### config.mk
export PLATFORM = sky130hd
export DESIGN_NAME = alu_secuencial
export DESIGN_NICKNAME = d
export VERILOG_FILES = /design/src/rtl/alu_secuencial.sv
export SDC_FILE = /design/constraint.sdc
export NUM_CORES = 1
export LEC_CHECK = 0
export BUFFER_PORTS_ARGS = -buffer_cell sky130_fd_sc_hd__buf_2
export CORE_UTILIZATION = 40
export DETAILED_ROUTE_END_ITERATION = 8
export PLACE_DENSITY = 0.6
export SYNTH_ARGS = -nofsm -noshare
export SYNTH_HDL_FRONTEND = slang
export SYNTH_SLANG_ARGS = --single-unit
### constraint.sdc
create_clock -name clk -period 3.66 [get_ports clk]
set_input_delay 0.183 -clock clk [delete_from_list [all_inputs] [get_ports clk]]
set_output_delay 0.183 -clock clk [all_outputs]
set_load 0.1 [all_outputs]
### src/rtl/alu_secuencial.sv
// alu_secuencial -- registered, parametrised ALU with a start/listo handshake.
//
// Single-cycle ops (add/sub/inc/dec/logic, zero-amount shifts, opcodes 12-15)
// are computed straight from the inputs when start is accepted in IDLE.
// Shifts by a non-zero amount and the shift-add multiply run one bit per
// cycle in EJEC. Every op finishes with one cycle in FIN, which raises listo.
//
// Ports:
//   clk        rising-edge clock
//   rst_n      asynchronous active-low reset
//   start      request, sampled only in IDLE
//   A, B       operands (B[S-1:0] is the shift amount for shifts)
//   flagin     operand select for inc/dec/not: 1 = A, 0 = B
//   select     opcode
//   busy       high whenever the FSM is not in IDLE
//   listo      one-cycle completion pulse (the FIN state)
//   resultado  registered result
//   opnegativo, ozero, ocout, ooverflow  registered flags
module alu_secuencial #(
  parameter int unsigned N = 8
) (
  input  logic         clk,
  input  logic         rst_n,
  input  logic         start,
  input  logic [N-1:0] A,
  input  logic [N-1:0] B,
  input  logic         flagin,
  input  logic [3:0]   select,
  output logic         busy,
  output logic         listo,
  output logic [N-1:0] resultado,
  output logic         opnegativo,
  output logic         ozero,
  output logic         ocout,
  output logic         ooverflow
);

  localparam int unsigned S = $clog2(N);

  localparam logic [1:0] IDLE = 2'd0;
  localparam logic [1:0] EJEC = 2'd1;
  localparam logic [1:0] FIN  = 2'd2;

  localparam logic [S:0] CNT_ONE = (S+1)'(1);
  localparam logic [S:0] CNT_MUL = (S+1)'(N);

  logic [1:0]     state;
  logic [3:0]     sel_r;
  logic [S:0]     cnt;
  logic [N-1:0]   w;    // shift operand, or remaining multiplier bits
  logic [2*N-1:0] mc;   // multiplicand, shifted left once per step
  logic [2*N-1:0] acc;  // product accumulator

  logic           is_mul, is_shift, single;
  logic [N-1:0]   x;
  logic [N:0]     sum;
  logic [N-1:0]   res_c;
  logic           co_c, ov_c;

  logic [N-1:0]   w_nx;
  logic           bit_out;
  logic [2*N-1:0] acc_nx;

  logic           wr_en;
  logic [N-1:0]   wr_res;
  logic           wr_co, wr_ov;

  assign busy  = (state != IDLE);
  assign listo = (state == FIN);

  assign is_mul   = (select == 4'd11);
  assign is_shift = (select == 4'd8) || (select == 4'd9) || (select == 4'd10);
  assign single   = !is_mul && !(is_shift && (B[S-1:0] != '0));

  // Single-cycle datapath, evaluated on the live inputs at acceptance.
  always_comb begin
    x     = flagin ? A : B;
    sum   = '0;
    res_c = '0;
    co_c  = 1'b0;
    ov_c  = 1'b0;
    case (select)
      4'd0: begin
        sum   = {1'b0, A} + {1'b0, B};
        res_c = sum[N-1:0];
        co_c  = sum[N];
        ov_c  = (A[N-1] == B[N-1]) && (sum[N-1] != A[N-1]);
      end
      4'd1: begin
        sum   = {1'b0, A} + {1'b0, ~B} + {{N{1'b0}}, 1'b1};
        res_c = sum[N-1:0];
        co_c  = sum[N];
        ov_c  = (A[N-1] != B[N-1]) && (sum[N-1] != A[N-1]);
      end
      4'd2: begin
        sum   = {1'b0, x} + {{N{1'b0}}, 1'b1};
        res_c = sum[N-1:0];
        co_c  = sum[N];
        ov_c  = !x[N-1] && sum[N-1];
      end
      4'd3: begin
        sum   = {1'b0, x} + {1'b0, {N{1'b1}}};
        res_c = sum[N-1:0];
        co_c  = sum[N];
        ov_c  = x[N-1] && !sum[N-1];
      end
      4'd4:                res_c = A & B;
      4'd5:                res_c = A | B;
      4'd6:                res_c = ~x;
      4'd7:                res_c = A ^ B;
      4'd8, 4'd9, 4'd10:   res_c = A;  // only reached with a zero shift amount
      default:             res_c = '0;
    endcase
  end

  // One EJEC step: a 1-bit shift, or one shift-add multiply iteration.
  always_comb begin
    w_nx    = w;
    bit_out = 1'b0;
    acc_nx  = acc + (w[0] ? mc : '0);
    case (sel_r)
      4'd8:    {bit_out, w_nx} = {w, 1'b0};
      4'd9:    {w_nx, bit_out} = {1'b0, w};
      4'd10:   {w_nx, bit_out} = {w[N-1], w};
      default: w_nx = w >> 1;
    endcase
  end

  // Output write: at acceptance for single-cycle ops, on the last EJEC step otherwise.
  assign wr_en = ((state == IDLE) && start && single) ||
                 ((state == EJEC) && (cnt == CNT_ONE));

  always_comb begin
    if (state == EJEC) begin
      if (sel_r == 4'd11) begin
        wr_res = acc_nx[N-1:0];
        wr_co  = |acc_nx[2*N-1:N];
        wr_ov  = |acc_nx[2*N-1:N];
      end else begin
        wr_res = w_nx;
        wr_co  = bit_out;
        wr_ov  = 1'b0;
      end
    end else begin
      wr_res = res_c;
      wr_co  = co_c;
      wr_ov  = ov_c;
    end
  end

  always_ff @(posedge clk or negedge rst_n) begin
    if (!rst_n) begin
      state      <= IDLE;
      sel_r      <= '0;
      cnt        <= '0;
      w          <= '0;
      mc         <= '0;
      acc        <= '0;
      resultado  <= '0;
      opnegativo <= 1'b0;
      ozero      <= 1'b0;
      ocout      <= 1'b0;
      ooverflow  <= 1'b0;
    end else begin
      if (wr_en) begin
        resultado  <= wr_res;
        opnegativo <= wr_res[N-1];
        ozero      <= (wr_res == '0);
        ocout      <= wr_co;
        ooverflow  <= wr_ov;
      end
      case (state)
        IDLE: begin
          if (start) begin
            sel_r <= select;
            if (single) begin
              state <= FIN;
            end else begin
              state <= EJEC;
              if (is_mul) begin
                cnt <= CNT_MUL;
                w   <= B;
                mc  <= {{N{1'b0}}, A};
                acc <= '0;
              end else begin
                cnt <= {1'b0, B[S-1:0]};
                w   <= A;
              end
            end
          end
        end
        EJEC: begin
          w   <= w_nx;
          mc  <= mc << 1;
          acc <= acc_nx;
          cnt <= cnt - CNT_ONE;
          if (cnt == CNT_ONE) state <= FIN;
        end
        default: state <= IDLE;
      endcase
    end
  end

endmodule

==> results of run 1 <==
## power by group
group	internal (mW)	leakage, nW	switching [mW]
Sequential	1.01	0.725	0.277
Clock	0.543	0.140	0.326
Combinational	1.09	1.95	2.04
## Yosys cell counts (all sizes together) (8+ instances only)
cell / number
nand2: 63
dfrtp: 61
a21oi: 55
nor2: 51
ha: 45
o21ai: 44
inv: 34
clkbuf: 33
mux2i: 22
a22o: 21
and2: 21
nand3: 19
o211ai: 16
nor3: 14
xnor2: 14
a31oi: 12
buf: 11
xor2: 11
nand2b: 10
mux2: 9
nor2b: 9
a211oi: 8
## cells by family after synthesis
group | Yosys count
adders and majority gates | 48
AOI/OAI and AO/OA | 221
xor gates and xnor gates | 25
muxes | 31
DFF | 61
and+or+nand+nor | 229
buffers and inverters | 78
## worst max-delay path, cell delays in order (launching register included)
cell and delay (ps):
dfrtp_1 390, and2_1 160, ha_1 200, fa_1 400, a21o_1 210, a221oi_1 550
nor3_1 110, or4b_1 520, nand3_1 120, nor4b_1 60, a41oi_1 410, o22a_1 210
## how the worst max path moves through the flow
stage                     depth (start not counted)  slack, ps               endpoint
after floorplan                                  13        450  ooverflow$_DFFE_PN0P_
after global placement                           11        340  ooverflow$_DFFE_PN0P_
after detailed placement                         11        260  ooverflow$_DFFE_PN0P_
after CTS                                        11        250  ooverflow$_DFFE_PN0P_
after global routing                             11          6  ooverflow$_DFFE_PN0P_
final                                            11        240  ooverflow$_DFFE_PN0P_
## through the flow
step	util [%]	cells	area (µm²)	worst slack (ps)	total power [mW]
2_1_floorplan	-	693	5690	450	3.65
3_3_place_gp	43.8	885	6070	343	4.33
3_5_place_dp	43.8	885	6070	262	4.38
4_1_cts	45.9	901	6380	254	5.28
5_1_grt	45.9	901	6380	5.99	5.66
6_report	45.9	901	6380	244	5.29
## metal layers
layer	up-vias	track usage, %	part of all wire [%]
li1	2600	-	-
met3	33	3.43	4.4
met4	0	8.02	2.7
met1	2616	31.5	45
met2	166	40.1	48
met5	-	0	0
## placed cells by master, fill, tap and decap left out, types with 4 or more instances in the layout
cell type  count
o22ai_1        4
a21o_1         6
nor2b_1        8
nand3b_1       4
nor3_1        14
xnor2_1       14
nand3_1       19
a21oi_1       55
a2bb2oi_1      4
ha_1          45
nor4_1         4
o21ai_0       43
a221oi_1       5
and2_1        20
xor2_1        11
a22oi_1        4
o211ai_1      16
o2111ai_1      5
mux2_2         9
o21bai_1       6
and3_1         4
nor2_1        51
inv_1         34
clkbuf_16      9
dfrtp_1       61
buf_2         37
a31oi_1       12
nor3b_1        7
nand2_1       63
nand2b_1      10
a211oi_1       6
mux2i_1       21
nor4b_1        4
buf_4         19
a22o_1        21
## registers in the layout, indices dropped and copies added, names as in the netlist
register / count
ooverflow: 1
ocout: 1
w: 8
sel_r: 4
cnt: 4
resultado: 8
ozero: 1
mc: 16
state: 2
acc: 16
## cell type report
class                   instances  area (µm²)
fillers                      1362        7500
multi-input cells             554        3870
flip-flops and latches         61        1530
repair buffers                 56         328
clock buffers                  10         239
well taps                     180         225
inverters                      34         128
clock inverters                 6        62.6
==> impl_metrics.tcl, run 1 <==
set metrics [dict create \
    clkLatencyLatePin_ps 340 \
    synth_compound_area_share_pct 26.4 \
    grt_pass1_vias 5150 \
    period_minus_slack_ps 3420 \
    grt_max_degree 45 \
    die_h_um 121 \
    cts_setup_buffers 0 \
    status "complete, no violations" \
    holdCritPathClass "in2async" \
    cts_resized 0 \
    holdWs_ps 18.9 \
    fmax_mhz 293 \
    yosys_warnings 0 \
    antenna_found_initial 0 \
    cp-end-kind "flop" \
    grt_pass1_wl_um 27500 \
    syn_nets 765 \
    numClockSinks 61 \
    synth_top_area_share_pct 26.8 \
    tritoncts "done" \
    power_density_nw_per_um2 830 \
    worst-endpoint-required_ps 3930 \
    rr_endpoint "ooverflow$_DFFE_PN0P_" \
    muxShareOfSynthArea_pct 5.72 \
    ys_types 75 \
    io_buffers 37 \
    num_antenna_cells 0 \
    synth_adder_area_share_pct 10.9 \
    cts_hold_buffers 0 \
    yosysTopAreaCell "dfrtp_1" \
    overflow 0 \
    max_slew_margin_pct 32.4 \
    ant_nets 0 \
    core_um2 13900 \
    routedWlPerCell_um 18.9 \
    setup_viol_count_final 0 \
    syn_area_um2 5690 \
    maxCapViolCount 0 \
    startpoint "mc[0]$_DFFE_PN0P_" \
    p_leak_nw 2.81 \
    tightest_slew_ps 1010 \
    synth_flop_cell "dfrtp_1" \
    die_w_um 121 \
    critical_path_class "reg2reg" \
    area.growth.synth_to_final_pct 12.0 \
    clk_path_buf_depth 2 \
    start_kind "flop" \
    fin_tns_setup_ps 0 \
    syn_area_per_cell_um2 8.21 \
    crit_arrival_ps 3690 \
    cp_max_fo 4 \
    synth_top_family_by_area "compound AO/OA/AOI/OAI gates" \
    finalCritPeriodShare_pct 93.3 \
    h-tree-depth 3 \
    vias 5415 \
    drt-initial-drc-count 484 \
    max-vdd-ir-drop_uv 496 \
    synthArstFlopShare_pct 100 \
    grt_setup_unrepaired "false" \
    hpwl_um 12800 \
    drv_slew 0 \
    seq_area_frac_synth_pct 26.8 \
    wl_um 17000 \
    numCtsBuffers 9 \
    ff2ff_setup_slack_ps 240 \
    r2r-start "mc[0]$_DFFE_PN0P_" \
    via_per_inst 6.01 \
    skew_ps 9.76 \
    netlist_instances 693 \
    synthSimpleGateAreaFrac_pct 20.8 \
    die-area_um2 14700 \
    ios 38 \
    detail_route.first_pass.iterations 5 \
    reg2regPathDepth 11 \
    initial_core_util_pct 41.0 \
    grt_use_total_pct 24.0 \
    drc_errors 0 \
    hold_violations 0 \
    synthTopCellsByArea "dfrtp_1 (27%), ha_1 (9.9%), a21oi_1 (4.8%)" \
    synth_edf_count 0 \
    num_rows 43 \
    nets 788 \
    drive_gt1_share_pct 13.6 \
    synth_xor_area_share_pct 3.85 \
    path_clk_slew_ps 60 \
    ys_ff_latch 61 \
    gp_congestion 0.926 \
    root_buffer "clkbuf_16" \
]
No activity file was read; power rests on OpenSTA's default activity.
==> run 2: changes to the inputs <==
--- a/config.mk
+++ b/config.mk
@@ -6,9 +6,11 @@
 export NUM_CORES = 1
 export LEC_CHECK = 0
 export BUFFER_PORTS_ARGS = -buffer_cell sky130_fd_sc_hd__buf_2
+export CORE_ASPECT_RATIO = 1.5
 export CORE_UTILIZATION = 40
 export DETAILED_ROUTE_END_ITERATION = 8
 export PLACE_DENSITY = 0.6
+export REMOVE_ABC_BUFFERS = 1
 export SYNTH_ARGS = -nofsm -noshare
 export SYNTH_HDL_FRONTEND = slang
 export SYNTH_SLANG_ARGS = --single-unit
==> run 2 against run 1 <==
Compared with the run above:
- sequential cell count unchanged
- clock power is essentially flat
- routed wire length rose by 0.70%
==> impl_metrics.tcl, run 2 (synthesized netlist as in run 1, its figures left out) <==
set metrics [dict create \
    final_area_um2 6390 \
    layout_common_cells "nand2_1 (63), dfrtp_1 (61), a21oi_1 (55), nor2_1 (51), ha_1 (45)" \
    critical_path_class "reg2reg" \
    gp_congestion 0.934 \
    p_int_mw 2.68 \
    finalCritPeriodShare_pct 86.4 \
    final_common_cell "nand2_1" \
    path_clk_slew_ps 50 \
    period_minus_slack_ps 3160 \
    die_w_um 99.4 \
    seqPwrFrac_pct 24.7 \
    drt-initial-drc-count 293 \
    cp-end-kind "flop" \
    final_core_util_pct 45.9 \
    cts_hold_buffers 1 \
    path_cells "buf_4 -> and2_1 -> fa_1 -> a21o_1 -> a221oi_1 -> buf_4 -> nor3_1 -> or4b_1 -> nand3_1 -> nor4b_1 -> a41oi_1 -> o22a_1" \
    skew_ps 8.20 \
    io_buffers 37 \
    core_um2 13900 \
    die-area_um2 14700 \
    fin_tns_setup_ps 0 \
    ff2ff_setup_slack_ps 500 \
    ios 38 \
    drive_gt1_share_pct 13.8 \
    status "complete, no violations" \
    antenna_found_initial 0 \
    cts_setup_buffers 0 \
    ant_nets 0 \
    detail_route.first_pass.iterations 5 \
    nets 791 \
    crit_top_cell "buf_4" \
    cts_resized 0 \
    switching_share_pct 49.2 \
    h-tree-depth 3 \
    tritoncts "done" \
    clkLatencyLatePin_ps 330 \
    fillers 1396 \
    worst-endpoint-required_ps 3930 \
    root_buffer "clkbuf_16" \
    via_per_inst 6.08 \
    crit_arrival_ps 3430 \
    start_kind "flop" \
    p_leak_nw 2.83 \
    grt_use_total_pct 23.8 \
    initial_core_util_pct 40.9 \
    power_density_nw_per_um2 824 \
    slowest_stage "or4b_1" \
    clk_path_buf_depth 2 \
    die_h_um 148 \
    layout_setup_ws_ps 499 \
    power.switching_mw 2.59 \
    cp_max_fo 16 \
    numCtsBuffers 9 \
    dp_slack_ps 423 \
    reg_top3 "acc: 16 flops, mc: 16 flops" \
    maxCapViolCount 0 \
    max_slew_margin_pct 41.2 \
    num_antenna_cells 0 \
    p_comb_share_pct 58.8 \
    wl_um 17200 \
    holdCritPathClass "in2reg" \
    num_rows 53 \
    pwr-share-clk_pct 16.5 \
    grt_pass1_wl_um 27400 \
    post_dp_cell_area_um2 6070 \
    crit_family "simple AND/OR/NAND/NOR gates" \
    overflow 0 \
    setup_viol_count_final 0 \
    grt_max_degree 43 \
    drv_slew 0 \
    drc_errors 0 \
    cp_num_buf_inv 2 \
    grt_pass1_vias 5253 \
    routedWlPerCell_um 19.3 \
    numClockSinks 61 \
    max-vdd-ir-drop_uv 400 \
    hpwl_um 13200 \
    vias 5402 \
    hold_violations 0 \
    area.growth.synth_to_final_pct 12.3 \
    tightest_slew_ps 882 \
    fmax_mhz 316 \
    grt_setup_unrepaired "false" \
    cpPeakStageDelay_ps 500 \
]
## run 2: path summary, 6_finish.rpt
path,from,endpoint,depth (start not counted)
min,B[2],cnt[2]$_DFFE_PN0P_,3
max reg2reg,w[0]$_DFFE_PN0P_,ooverflow$_DFFE_PN0P_,12
min reg2reg,resultado[1]$_DFFE_PN0P_,resultado[1]$_DFFE_PN0P_,2
max in group asynchronous,rst_n,mc[2]$_DFFE_PN0P_,3
max,w[0]$_DFFE_PN0P_,ooverflow$_DFFE_PN0P_,12
min in group asynchronous,rst_n,sel_r[3]$_DFFE_PN0P_,2
## run 2: final cells by class
cell class	count	area (µm²)	area share [%]
timing repair buffer	59	353	5.52
tap	165	206	3.23
inverter	34	128	2.00
multi-input combinational	554	3870	60.5
clock buffer	11	253	3.95
clock inverter	5	58.8	0.920
sequential	61	1530	23.9
## run 2: metal layers
metal  vias to the layer above  GRT usage, %  part of all wire (%)
li1                       2603             -                     -
met1                      2605          27.7                    41
met2                       156          44.1                    53
met3                        38          2.26                   3.4
met4                         0          10.2                   3.3
met5                         -             0                     0
## run 2: per-stage QoR
stage	hold WS, ps	std cells	power (mW)
after floorplan	-113	649	3.59
after global placement	342	872	4.35
after detailed placement	339	872	4.38
after CTS	207	889	5.28
after global routing	228	889	5.65
final	216	889	5.27
## run 2: worst register-to-register path, delay by kind of cell (launching register included)
kind                       cells  cell delay (ps)
buffers and inverters          2              390
and+or+nand+nor                5              950
adders and majority gates      1              440
DFF                            1              400
AOI/OAI and AO/OA              4              920
## run 2: power by group through the flow
stage / Clock [mW] / Combinational [mW] / Sequential [mW]
global route: 0.905 / 3.40 / 1.34
CTS: 0.878 / 3.10 / 1.30
global placement: 0 / 3.05 / 1.30
detailed placement: 0 / 3.08 / 1.31
finish: 0.870 / 3.10 / 1.30
floorplan: 0 / 1.89 / 1.70
==> run 3: changes to the inputs <==
--- a/config.mk
+++ b/config.mk
@@ -9,7 +9,7 @@
 export CORE_ASPECT_RATIO = 1.5
 export CORE_UTILIZATION = 40
 export DETAILED_ROUTE_END_ITERATION = 8
-export PLACE_DENSITY = 0.6
+export PLACE_DENSITY = 0.61
 export REMOVE_ABC_BUFFERS = 1
 export SYNTH_ARGS = -nofsm -noshare
 export SYNTH_HDL_FRONTEND = slang
==> run 3 against run 2 <==
Compared with the run above:
- the flow now finishes with violations (negative hold slack)
- largest power group unchanged
- first-iteration DRC count up 15%
- sequential share of layout area about the same
- critical endpoint unchanged
- cell count shrank 0.22%
- global-route usage hardly changed
==> impl_metrics.tcl, run 3 (synthesized netlist as in run 1, its figures left out) <==
set metrics [dict create \
    status "finished, violations left" \
    violations "negative hold slack" \
    reg2regPathDepth 12 \
    clk_path_buf_depth 2 \
    layout_setup_ws_ps 526 \
    max_slew_margin_pct 40.9 \
    die_w_um 99.4 \
    ios 38 \
    overflow 0 \
    cp-end-kind "flop" \
    reg_top3 "acc: 16 flops, mc: 16 flops" \
    vias 5368 \
    numClockSinks 61 \
    clkLatencyLatePin_ps 340 \
    holdCritPathClass "in2async" \
    worst-endpoint-required_ps 3930 \
    dp_slack_ps 479 \
    layout_common_cells "nand2_1 (63), dfrtp_1 (61), a21oi_1 (55), nor2_1 (51), ha_1 (45)" \
    instances_no_fill 887 \
    gp_congestion 0.921 \
    h-tree-depth 3 \
    cts_resized 0 \
    final_common_cell "nand2_1" \
    area.growth.synth_to_final_pct 12.3 \
    hold_violations 38 \
    crit_arrival_ps 3400 \
    die-area_um2 14700 \
    antenna_found_initial 0 \
    via_per_inst 6.05 \
    cp_max_fo 4 \
    cts_setup_buffers 0 \
    num_antenna_cells 0 \
    ant_nets 0 \
    start_kind "flop" \
    critical_path_class "reg2reg" \
    grt_max_degree 41 \
    drt-initial-drc-count 338 \
    numCtsBuffers 9 \
    period_minus_slack_ps 3130 \
    fin_tns_setup_ps 0 \
    p_leak_nw 2.84 \
    grt_setup_unrepaired "false" \
    drive_gt1_share_pct 13.7 \
    detail_route.first_pass.iterations 5 \
    routedWlPerCell_um 19.2 \
    drv_slew 0 \
    die_h_um 148 \
    setup_viol_count_final 0 \
    fmax_mhz 319 \
    p_total_mw 5.31 \
    grt_pass1_vias 5468 \
    power_density_nw_per_um2 832 \
    io_buffers 37 \
    cts_hold_buffers 0 \
    skew_ps 7.76 \
    root_buffer "clkbuf_16" \
    tritoncts "done" \
    nets 789 \
    holdWs_ps -26.7 \
    path_clk_slew_ps 60 \
    grt_pass1_wl_um 27600 \
    finalCritPeriodShare_pct 85.6 \
    core_um2 13900 \
    drc_errors 0 \
    post-place-cells 871 \
    initial_core_util_pct 40.9 \
    tightest_slew_ps 887 \
    wl_um 17100 \
    grt_use_total_pct 23.8 \
    max-vdd-ir-drop_uv 435 \
    maxCapViolCount 0 \
    final_core_util_pct 45.9 \
    num_rows 53 \
    hpwl_um 12800 \
]
## run 3: cell count changes in the layout (fill, tap and decap cells not counted), sizes merged
cell         change
bufinv           +1
clkinvlp         -1
dlygate4sd3      -1
clkbuf           -1
buf              -1
clkinv           +1
## run 3: layout make-up
| type | count | area [µm²] |
|---|---|---|
| clock buffer | 10 | 239 |
| sequential | 61 | 1530 |
| clock inverter | 6 | 86.3 |
| timing repair buffer | 57 | 335 |
| multi-input combinational | 554 | 3870 |
| fill | 1364 | 7540 |
| tap | 165 | 206 |
| inverter | 34 | 128 |
## run 3: where the power goes
part / internal [mW] / total (mW) / switching (mW) / leakage, nW
clock: 0.612 / 0.922 / 0.310 / 0.158
sequential: 1.01 / 1.29 / 0.276 / 0.725
combinational: 1.10 / 3.10 / 2.00 / 1.95
## run 3: routing by layer
layer	GRT usage, %	part of all wire [%]	vias to the layer above
li1	-	-	2594
met2	44.4	52	161
met3	2.82	4.1	41
met5	0	0	-
met1	27.3	41	2572
met4	9.63	3.0	0
## run 3: critical path: stages, from the launching register on
cell      delay (ps)
dfrtp_1          390
and2_1           160
ha_1             200
fa_1             420
a21o_1           210
a221oi_1         280
buf_4            200
nor3_1            50
or4b_1           510
nand3_1          120
nor4b_1           60
a41oi_1          280
o22a_1           180
## run 3: through the flow
stage	hold slack (ps)	cell area (µm²)
2_1_floorplan	-113	5510
3_3_place_gp	352	6060
3_5_place_dp	356	6060
4_1_cts	3.39	6390
5_1_grt	39.3	6390
6_report	-26.7	6390
## run 3: worst paths after layout
| path | from | to | slack (ps) |
|---|---|---|---|
| setup / recovery | mc[0]$_DFFE_PN0P_ | ooverflow$_DFFE_PN0P_ | 530 |
| hold / removal | rst_n | mc[11]$_DFFE_PN0P_ | -30 |
| setup reg to reg | mc[0]$_DFFE_PN0P_ | ooverflow$_DFFE_PN0P_ | 530 |
| hold reg to reg | acc[0]$_DFFE_PN0P_ | acc[0]$_DFFE_PN0P_ | 490 |
| max in group asynchronous | rst_n | acc[1]$_DFFE_PN0P_ | 2830 |
| min in group clk | B[2] | cnt[2]$_DFFE_PN0P_ | 220 |
